## config.mk

```make
export PLATFORM = sky130hd
export DESIGN_NAME = simon_word_loader
export DESIGN_NICKNAME = d
export VERILOG_FILES = /design/src/rtl/simon_pkg.sv /design/src/rtl/simon_word_packer.sv /design/src/rtl/simon_word_loader.sv
export SDC_FILE = /design/constraint.sdc
export NUM_CORES = 1
export LEC_CHECK = 0
export ABC_AREA = 1
export CAP_MARGIN = 20
export CORE_MARGIN = 1.5
export CORE_UTILIZATION = 35
export CTS_CLUSTER_SIZE = 12
export DETAILED_ROUTE_END_ITERATION = 6
export PLACE_DENSITY = 0.63
export SLEW_MARGIN = 10
export SYNTH_ARGS = -nofsm -noshare
export SYNTH_HDL_FRONTEND = slang
export SYNTH_HIERARCHICAL = 1
export SYNTH_SLANG_ARGS = --single-unit
```

## constraint.sdc

```tcl
create_clock -name clk -period 8.6 [get_ports clk]
set_clock_uncertainty 0.1 [all_clocks]
set_input_delay 2.58 -clock clk [delete_from_list [all_inputs] [get_ports clk]]
set_output_delay 2.58 -clock clk [all_outputs]
set_load 0.03 [all_outputs]
```

## src/rtl/simon_pkg.sv

```systemverilog
// Shared constants and types for the SIMON 128/192 host word loader.
// Build option: SIMON_LOADER_DBUF_EN enables the two-entry data channel.
package simon_pkg;

  localparam int P_N = 64;
  localparam int P_M = 3;
  localparam int P_W = 32;

  localparam int DW = (2 * P_N) / P_W;
  localparam int KW = (P_M * P_N) / P_W;

  typedef enum logic {
    FILL = 1'b0,
    PEND = 1'b1
  } chan_state_t;

  typedef logic [P_W-1:0] word_t;

  function automatic int cnt_w(input int words);
    return (words > 1) ? $clog2(words) : 1;
  endfunction

endpackage

```

## src/rtl/simon_word_packer.sv

```systemverilog
// One loader channel: slot counter, word register and FILL/PEND handshake.
// Build option: none (see SIMON_LOADER_DBUF_EN in the top).
module simon_word_packer
  import simon_pkg::*;
#(
  parameter int W     = 32,
  parameter int WORDS = 4
) (
  input  logic               clk,
  input  logic               R,
  input  logic               i_wr,
  input  logic [W-1:0]       i_data,
  input  logic               i_ld,
  output logic               o_ready,
  output logic               o_new,
  output logic [W*WORDS-1:0] o_vec
);

  localparam int CW = cnt_w(WORDS);

  chan_state_t        r_state;
  chan_state_t        w_next;
  logic [CW-1:0]      r_cnt;
  logic [W*WORDS-1:0] r_vec;
  logic               w_last;
  logic               w_take;

  assign w_last  = (r_cnt == CW'(WORDS - 1));
  assign w_take  = i_wr && (r_state == FILL);
  assign o_ready = (r_state == FILL);
  assign o_new   = (r_state == PEND);
  assign o_vec   = r_vec;

  always_ff @(posedge clk or posedge R) begin
    if (R) begin
      r_state <= FILL;
      r_cnt   <= '0;
      r_vec   <= '0;
    end else begin
      r_state <= w_next;
      if (w_take) begin
        r_vec[W*int'(r_cnt) +: W] <= i_data;
        r_cnt <= w_last ? '0 : r_cnt + 1'b1;
      end
    end
  end

  always_comb begin
    w_next = r_state;
    unique case (r_state)
      FILL: if (w_take && w_last) w_next = PEND;
      PEND: if (i_ld) w_next = FILL;
      default: w_next = FILL;
    endcase
  end

endmodule

```

## src/rtl/simon_word_loader.sv

```systemverilog
// Host-bus to SIMON core loader: packs W-bit words into plain block and key.
// Build option: SIMON_LOADER_DBUF_EN makes the data channel ping-pong.
module simon_word_loader
  import simon_pkg::*;
#(
  parameter int N = P_N,
  parameter int M = P_M,
  parameter int W = P_W
) (
  input  logic                clk,
  input  logic                R,
  input  logic                wr_valid,
  output logic                wr_ready,
  input  logic                wr_sel,
  input  logic                wr_mode,
  input  logic [W-1:0]        wr_data,
  output logic [2*N-1:0]      plain,
  output logic [M-1:0][N-1:0] key,
  output logic                enc_dec,
  output logic                newData,
  output logic                newKey,
  input  logic                ldData,
  input  logic                ldKey
);

  localparam int DWORDS = (2 * N) / W;
  localparam int KWORDS = (M * N) / W;

  logic             w_drdy;
  logic             w_krdy;
  logic             w_dwr;
  logic             w_kwr;
  logic [M*N-1:0]   w_kvec;

  assign wr_ready = wr_sel ? w_krdy : w_drdy;
  assign w_dwr    = wr_valid && wr_ready && !wr_sel;
  assign w_kwr    = wr_valid && wr_ready && wr_sel;
  assign key      = w_kvec;

  simon_word_packer #(.W(W), .WORDS(KWORDS)) u_key (
    .clk     (clk),
    .R       (R),
    .i_wr    (w_kwr),
    .i_data  (wr_data),
    .i_ld    (ldKey),
    .o_ready (w_krdy),
    .o_new   (newKey),
    .o_vec   (w_kvec)
  );

`ifdef SIMON_LOADER_DBUF_EN
  logic           r_wp;
  logic           r_rp;
  logic           w_wp;
  logic [1:0]     r_mid;
  logic [1:0]     r_mode;
  logic [1:0]     w_rdy;
  logic [1:0]     w_new;
  logic [2*N-1:0] w_vec [2];

  // Skip past an entry that just went PEND so the bus never sees a gap.
  assign w_wp    = r_wp ^ w_new[r_wp];
  assign w_drdy  = w_rdy[w_wp];
  assign plain   = w_vec[r_rp];
  assign newData = w_new[r_rp];
  assign enc_dec = r_mode[r_rp];

  for (genvar g = 0; g < 2; g++) begin : g_dbuf
    simon_word_packer #(.W(W), .WORDS(DWORDS)) u_data (
      .clk     (clk),
      .R       (R),
      .i_wr    (w_dwr && (w_wp == 1'(g))),
      .i_data  (wr_data),
      .i_ld    (ldData && (r_rp == 1'(g))),
      .o_ready (w_rdy[g]),
      .o_new   (w_new[g]),
      .o_vec   (w_vec[g])
    );
  end

  always_ff @(posedge clk or posedge R) begin
    if (R) begin
      r_wp   <= 1'b0;
      r_rp   <= 1'b0;
      r_mid  <= '0;
      r_mode <= '0;
    end else begin
      if (w_rdy[w_wp]) r_wp <= w_wp;
      if (ldData && w_new[r_rp]) r_rp <= ~r_rp;
      for (int i = 0; i < 2; i++) begin
        if (w_dwr && (w_wp == 1'(i))) begin
          r_mid[i] <= 1'b1;
          if (!r_mid[i]) r_mode[i] <= wr_mode;
        end else if (w_new[i]) begin
          r_mid[i] <= 1'b0;
        end
      end
    end
  end
`else
  logic r_mid;
  logic r_mode;

  assign enc_dec = r_mode;

  simon_word_packer #(.W(W), .WORDS(DWORDS)) u_data (
    .clk     (clk),
    .R       (R),
    .i_wr    (w_dwr),
    .i_data  (wr_data),
    .i_ld    (ldData),
    .o_ready (w_drdy),
    .o_new   (newData),
    .o_vec   (plain)
  );

  // r_mid marks a block in progress; mode is taken only on its first word.
  always_ff @(posedge clk or posedge R) begin
    if (R) begin
      r_mid  <= 1'b0;
      r_mode <= 1'b0;
    end else if (w_dwr) begin
      r_mid <= 1'b1;
      if (!r_mid) r_mode <= wr_mode;
    end else if (newData) begin
      r_mid <= 1'b0;
    end
  end
`endif

endmodule
```

==> flow_summary.json, run 1 <==
{
  "status": "finished clean",
  "p_per_area_nw_per_um2": 431.0,
  "dieArea_sq_um": 42110,
  "synth.area.top_cells": "dfrtp_1 58%, nand2_1 21%, nand3_1 5.5%",
  "cts_buffer_depth": 3,
  "cp-end-kind": "output pin",
  "ctsResizeCount": 0,
  "avgSynthCellArea_sq_um": 8.108,
  "die_w_um": 205.2,
  "yosysWarnings": 6,
  "yosysSeqAreaShare_pct": 57.53,
  "critPathRequiredTime_ns": 5.92,
  "synth_edf_count": 0,
  "highest_layer": "met4",
  "finalInstanceArea_sq_um": 19740,
  "period_needed_ns": 6.788,
  "p_seq_share_pct": 30.1,
  "routed-wl-met2_mm": 22.58,
  "hpwl_mm": 35.02,
  "finalNetCount": 2141,
  "place_congestion": 0.8448,
  "grt_overflow": 0,
  "final_antenna_net_count": 0,
  "grt_pass1_wl_mm": 77.67,
  "antenna_found_initial": 0,
  "rsz0062_at_grt": "false",
  "power.internal_mw": 4.637,
  "post_route_cells_drive_above_1_share_pct": 5.611,
  "setup_viol_count_final": 0,
  "root_buffer": "clkbuf_16",
  "period_share_pct": 78.93,
  "synth-async-reset-ratio_pct": 100.0,
  "placementRows": 73,
  "ys_seq_elements": 329,
  "yosys.area.top_type": "dfrtp_1",
  "p_leak_nw": 10.28,
  "cts_buffers": 38,
  "synth_area_sq_um": 14310,
  "dpl-instance-area_sq_um": 18370,
  "drc": 0,
  "grt_max_degree": 78,
  "drt_iter0_drc": 764,
  "area_growth_pct": 37.93,
  "cp_data_arrival_time_ns": 4.11,
  "peakVddDrop_uv": 189.1,
  "cts_sinks": 329,
  "finalHoldViolCount": 0,
  "pwr-share-comb_pct": 50.3,
  "swShare_pct": 45.49,
  "clkTransAtPathRegs_ns": 0.06,
  "routed_wl_mm": 50.48,
  "yosysUniqueCellTypes": 23,
  "min_path_type": "register to register",
  "maxCapViolCount": 0,
  "port-buffer-count": 362,
  "core-area_sq_um": 40010,
  "viasPerCell": 4.902,
  "via_count": 12972,
  "p_clk_share_pct": 19.6,
  "cts_tree": "done",
  "switchingPower_mw": 3.870,
  "grt_pass1_vias": 12844,
  "initial_core_util_pct": 35.77,
  "wire_per_inst_um": 19.08,
  "clk_latency_ns": 0.56,
  "drt_pass1_iterations": 5,
  "yosys.area.top_type_share_pct": 57.53,
  "cts_setup_buffers": 0,
  "die_h_um": 205.2,
  "crit_type": "input pin to output pin",
  "met1_length_mm": 22.32,
  "timing.critical_path.fanout_max": 4,
  "antennaDiodeCount": 0,
  "worst_slew_pin_slew_ns": 1.132,
  "synth_fp_nets": 1814,
  "io_pins": 363,
  "report.final.slew_viol_count": 0,
  "syn-instance-count": 1765,
  "tns_ns": 0,
  "ctsHtreeMaxLevel": 2,
  "start_kind": "input pin",
  "grt_util_all_layers_pct": 24.10,
  "clock.fmax_mhz": 147.3,
  "maxSlewHeadroom_pct": 24.35,
  "holdBufCountCts": 0,
  "ys.flop_type": "dfrtp_1",
  "wl_met3_mm": 4.444
}
worst max-delay path, cell delays in order:
cell and delay, ns:
clkdlybuf4s50_1 0.47, o21ai_0 0.32, clkdlybuf4s50_1 0.74
power groups by stage:
stage	sequential (mW)	clock, mW	combinational [mW]
after global routing	2.63	1.75	4.59
after CTS	2.56	1.70	4.29
after detailed placement	2.57	0	4.28
after floorplan	3.69	0	1.28
after global placement	2.56	0	4.24
final	2.56	1.67	4.28
cells in the mapped netlist (all sizes together), types with 3 or more instances:
| cell type | instances |
|---|---|
| nor3 | 14 |
| nand3b | 8 |
| nand2 | 789 |
| ha | 10 |
| inv | 131 |
| nor2 | 94 |
| buf | 53 |
| o21bai | 32 |
| nand4 | 3 |
| clkbuf | 52 |
| dfrtp | 329 |
| o21ai | 89 |
| nand3 | 157 |
logic make-up after synthesis:
group,count (synthesis),share of synthesized area [%]
AND/OR/NAND/NOR,1065,29.92
AO/OA/AOI/OAI,124,4.940
adder cells (fa/ha/maj),10,0.8744
flip-flops,329,57.53
buffers and inverters,237,6.733
flip-flops by register name (all words and copies together), names as in the netlist:
signal,count
u_key/r_cnt,3
u_key/o_new,1
u_data/o_vec,128
enc_dec,1
r_mid,1
u_data/o_new,1
u_data/r_cnt,2
u_key/o_vec,192
cells in the final DEF (no fill, tap or decap), types with 10 or more instances in the layout:
master / Yosys / routed
nor3_1: 14 / 13
nand2_1: 789 / 789
clkbuf_16: 0 / 41
clkbuf_8: 0 / 12
ha_1: 10 / 10
buf_4: 3 / 25
nor2_1: 81 / 79
clkdlybuf4s50_1: 0 / 362
nor2_2: 13 / 13
o21ai_0: 85 / 85
o21bai_1: 32 / 32
dfrtp_1: 329 / 329
nand3_1: 157 / 156
inv_1: 124 / 122
routing by layer:
layer	vias to the layer above	GRT usage, %
met5	-	0
met4	0	6.986
met3	68	6.684
met2	473	37.11
met1	6324	33.14
li1	6107	-
worst paths after layout:
| path | start | endpoint | slack (ns) | depth (start not counted) |
|---|---|---|---|---|
| worst max-delay path | wr_sel | wr_ready | 1.81 | 3 |
| worst min-delay path | u_key/o_vec[31]$_DFFE_PP0P_ | u_key/o_vec[31]$_DFFE_PP0P_ | 0.37 | 2 |
| worst max register to register | u_key/r_cnt[0]$_DFFE_PP0P_ | u_key/o_vec[73]$_DFFE_PP0P_ | 4.27 | 8 |
| worst min register to register | u_key/o_vec[31]$_DFFE_PP0P_ | u_key/o_vec[31]$_DFFE_PP0P_ | 0.37 | 2 |
| max in group asynchronous | R | u_key/o_vec[60]$_DFFE_PP0P_ | 4.48 | 3 |
| min in group asynchronous | R | r_mid$_DFFE_PP0P_ | 2.33 | 2 |
final cells by class:
type,count,area (sq um)
timing repair buffer,392,3908
clock inverter,10,82.58
clock buffer,59,1214
sequential,329,8233
fill,3878,20270
multi-input combinational,1199,5139
inverter,132,505.5
tap,525,656.9
stage by stage:
stage               utilization [%]  power [mW]  hold WS [ns]  worst slack (ns)  std cells
finish                        49.34       8.507        0.3709             1.812       2646
global route                  49.34       8.967        0.3896             1.852       2646
CTS                           49.16       8.556        0.3720             1.828       2642
detailed placement            45.92       6.846        0.3579             1.839       2573
global placement              45.86       6.801        0.3561             1.840       2572
floorplan                         -       4.970        0.4027            0.5794       1765
(Power assumes the default switching activity.)
==> run 2, diff against run 1 <==
PLACE_DENSITY = 0.66   (was 0.63)
clock period = 5.9 ns   (was 8.6 ns; I/O delays follow)
==> run 2 against run 1 <==
Effect of this change:
- die area stayed put
- power up 45%
- setup slack worse by 0.95 ns
- first-iteration DRC count grew 17%
- sequential share of layout area about the same
- via count grew 0.60%
- utilization barely moved
- highest routed layer is now met5
- combinational power increased by 46%
==> flow_summary.json, run 2 (synthesis gave the netlist of run 1 again) <==
{
  "holdPathStages": 2,
  "ff2ff_path_depth": 10,
  "clkTransAtPathRegs_ns": 0.06,
  "routed_wl_mm": 50.33,
  "grt_overflow": 0,
  "timing.critical_path.fanout_max": 4,
  "area_growth_pct": 37.80,
  "cts_setup_buffers": 0,
  "maxCapViolCount": 0,
  "dieArea_sq_um": 42110,
  "die_w_um": 205.2,
  "final_antenna_net_count": 0,
  "period_share_pct": 85.39,
  "layout_common_cells": "789 x nand2_1, 362 x clkdlybuf4s50_1, 329 x dfrtp_1",
  "finalNetCount": 2143,
  "viasPerCell": 4.939,
  "p_per_area_nw_per_um2": 627.2,
  "grt_max_degree": 110,
  "antennaDiodeCount": 0,
  "clock.fmax_mhz": 198.5,
  "maxSlewHeadroom_pct": 46.31,
  "grt_pass1_wl_mm": 77.59,
  "setup_viol_count_final": 0,
  "report.final.slew_viol_count": 0,
  "cp-end-kind": "output pin",
  "finalHoldViolCount": 0,
  "drt_pass1_iterations": 5,
  "root_buffer": "clkbuf_16",
  "period_needed_ns": 5.038,
  "antenna_found_initial": 1,
  "holdBufCountCts": 0,
  "cts_sinks": 329,
  "rrSetupSlack_ns": 1.89,
  "tns_ns": 0,
  "drc": 0,
  "power_mw": 12.37,
  "worstReg2RegEnd": "u_key/o_vec[68]$_DFFE_PP0P_",
  "hpwl_mm": 35.31,
  "drt_iter0_drc": 897,
  "final_common_cell": "nand2_1",
  "wire_per_inst_um": 19.05,
  "core-area_sq_um": 40010,
  "p_leak_nw": 10.27,
  "holdPathEnd": "u_key/o_vec[7]$_DFFE_PP0P_",
  "dpl-instance-area_sq_um": 18410,
  "worst_slew_pin_slew_ns": 0.8035,
  "via_count": 13050,
  "crit_type": "input pin to output pin",
  "min_path_type": "register to register",
  "placementRows": 73,
  "grt_util_all_layers_pct": 24.02,
  "critPathRequiredTime_ns": 4.03,
  "cts_buffer_depth": 3,
  "holdWs_ns": 0.3694,
  "place_congestion": 0.8288,
  "largest_reg_flops": 192,
  "clk_latency_ns": 0.55,
  "hold_start": "u_key/o_vec[7]$_DFFE_PP0P_",
  "worstReg2RegStart": "u_key/r_cnt[0]$_DFFE_PP0P_",
  "ctsResizeCount": 0,
  "initial_core_util_pct": 35.77,
  "port-buffer-count": 362,
  "dp_cells": 2574,
  "io_pins": 363,
  "ctsHtreeMaxLevel": 2,
  "start_kind": "input pin",
  "cts_tree": "done",
  "grt_pass1_vias": 13056,
  "fin_cells": 2642,
  "post_route_cells_drive_above_1_share_pct": 5.432,
  "cts_buffers": 38,
  "finalInstanceArea_sq_um": 19720,
  "status": "finished clean",
  "peakVddDrop_uv": 334.6,
  "cp_data_arrival_time_ns": 3.17,
  "die_h_um": 205.2,
  "rsz0062_at_grt": "false"
}
## run 2: changes by cell type in the layout (fill, tap and decap cells not counted), sizes merged
cell,delta
clkinvlp,+1
buf,+2
clkinv,-2
bufinv,+2
clkbuf,-8
inv,+1
## run 2: stage by stage
stage / setup WS, ns / util (%)
floorplan: 0.5323 / -
global placement: 0.8482 / 45.88
detailed placement: 0.8613 / 46.02
CTS: 0.8676 / 49.08
global route: 0.7974 / 49.29
finish: 0.8622 / 49.29
## run 2: worst max-delay path by stage
| stage | end | start | slack, ns |
|---|---|---|---|
| 6_report | wr_ready | wr_sel | 0.86 |
| 5_1_grt | wr_ready | wr_sel | 0.80 |
| 3_5_place_dp | wr_ready | wr_sel | 0.86 |
| 3_3_place_gp | wr_ready | wr_sel | 0.85 |
| 2_1_floorplan | u_data/o_new$_DFF_PP0_ | R | 0.53 |
| 4_1_cts | wr_ready | wr_sel | 0.87 |
## run 2: worst max-delay path, stage by stage
cell and delay [ns]:
clkdlybuf4s50_1 0.53, nand2_1 0.09, o21ai_0 0.08, clkdlybuf4s50_1 0.70
## run 2: per-layer routing
layer / routed length (um) / GRT usage [%] / part of all wire [%]
met3: 4822 / 7.127 / 9.6
met5: 9 / 0 / 0.018
met2: 22960 / 37.67 / 46
met4: 1267 / 7.873 / 2.5
met1: 21270 / 31.80 / 42
## run 2: final cells by class
class	count	area [sq um]
fill	3856	20290
timing repair buffer	394	3970
multi-input combinational	1199	5134
tap	525	656.9
inverter	132	501.7
sequential	329	8233
clock buffer	51	1081
clock inverter	12	142.6
## run 2: power breakdown
part | leakage [nW] | internal (mW) | total, mW | switching [mW]
Sequential | 4.41 | 3.15 | 3.73 | 0.578
Clock | 0.610 | 1.41 | 2.37 | 0.956
Combinational | 5.25 | 2.17 | 6.27 | 4.10
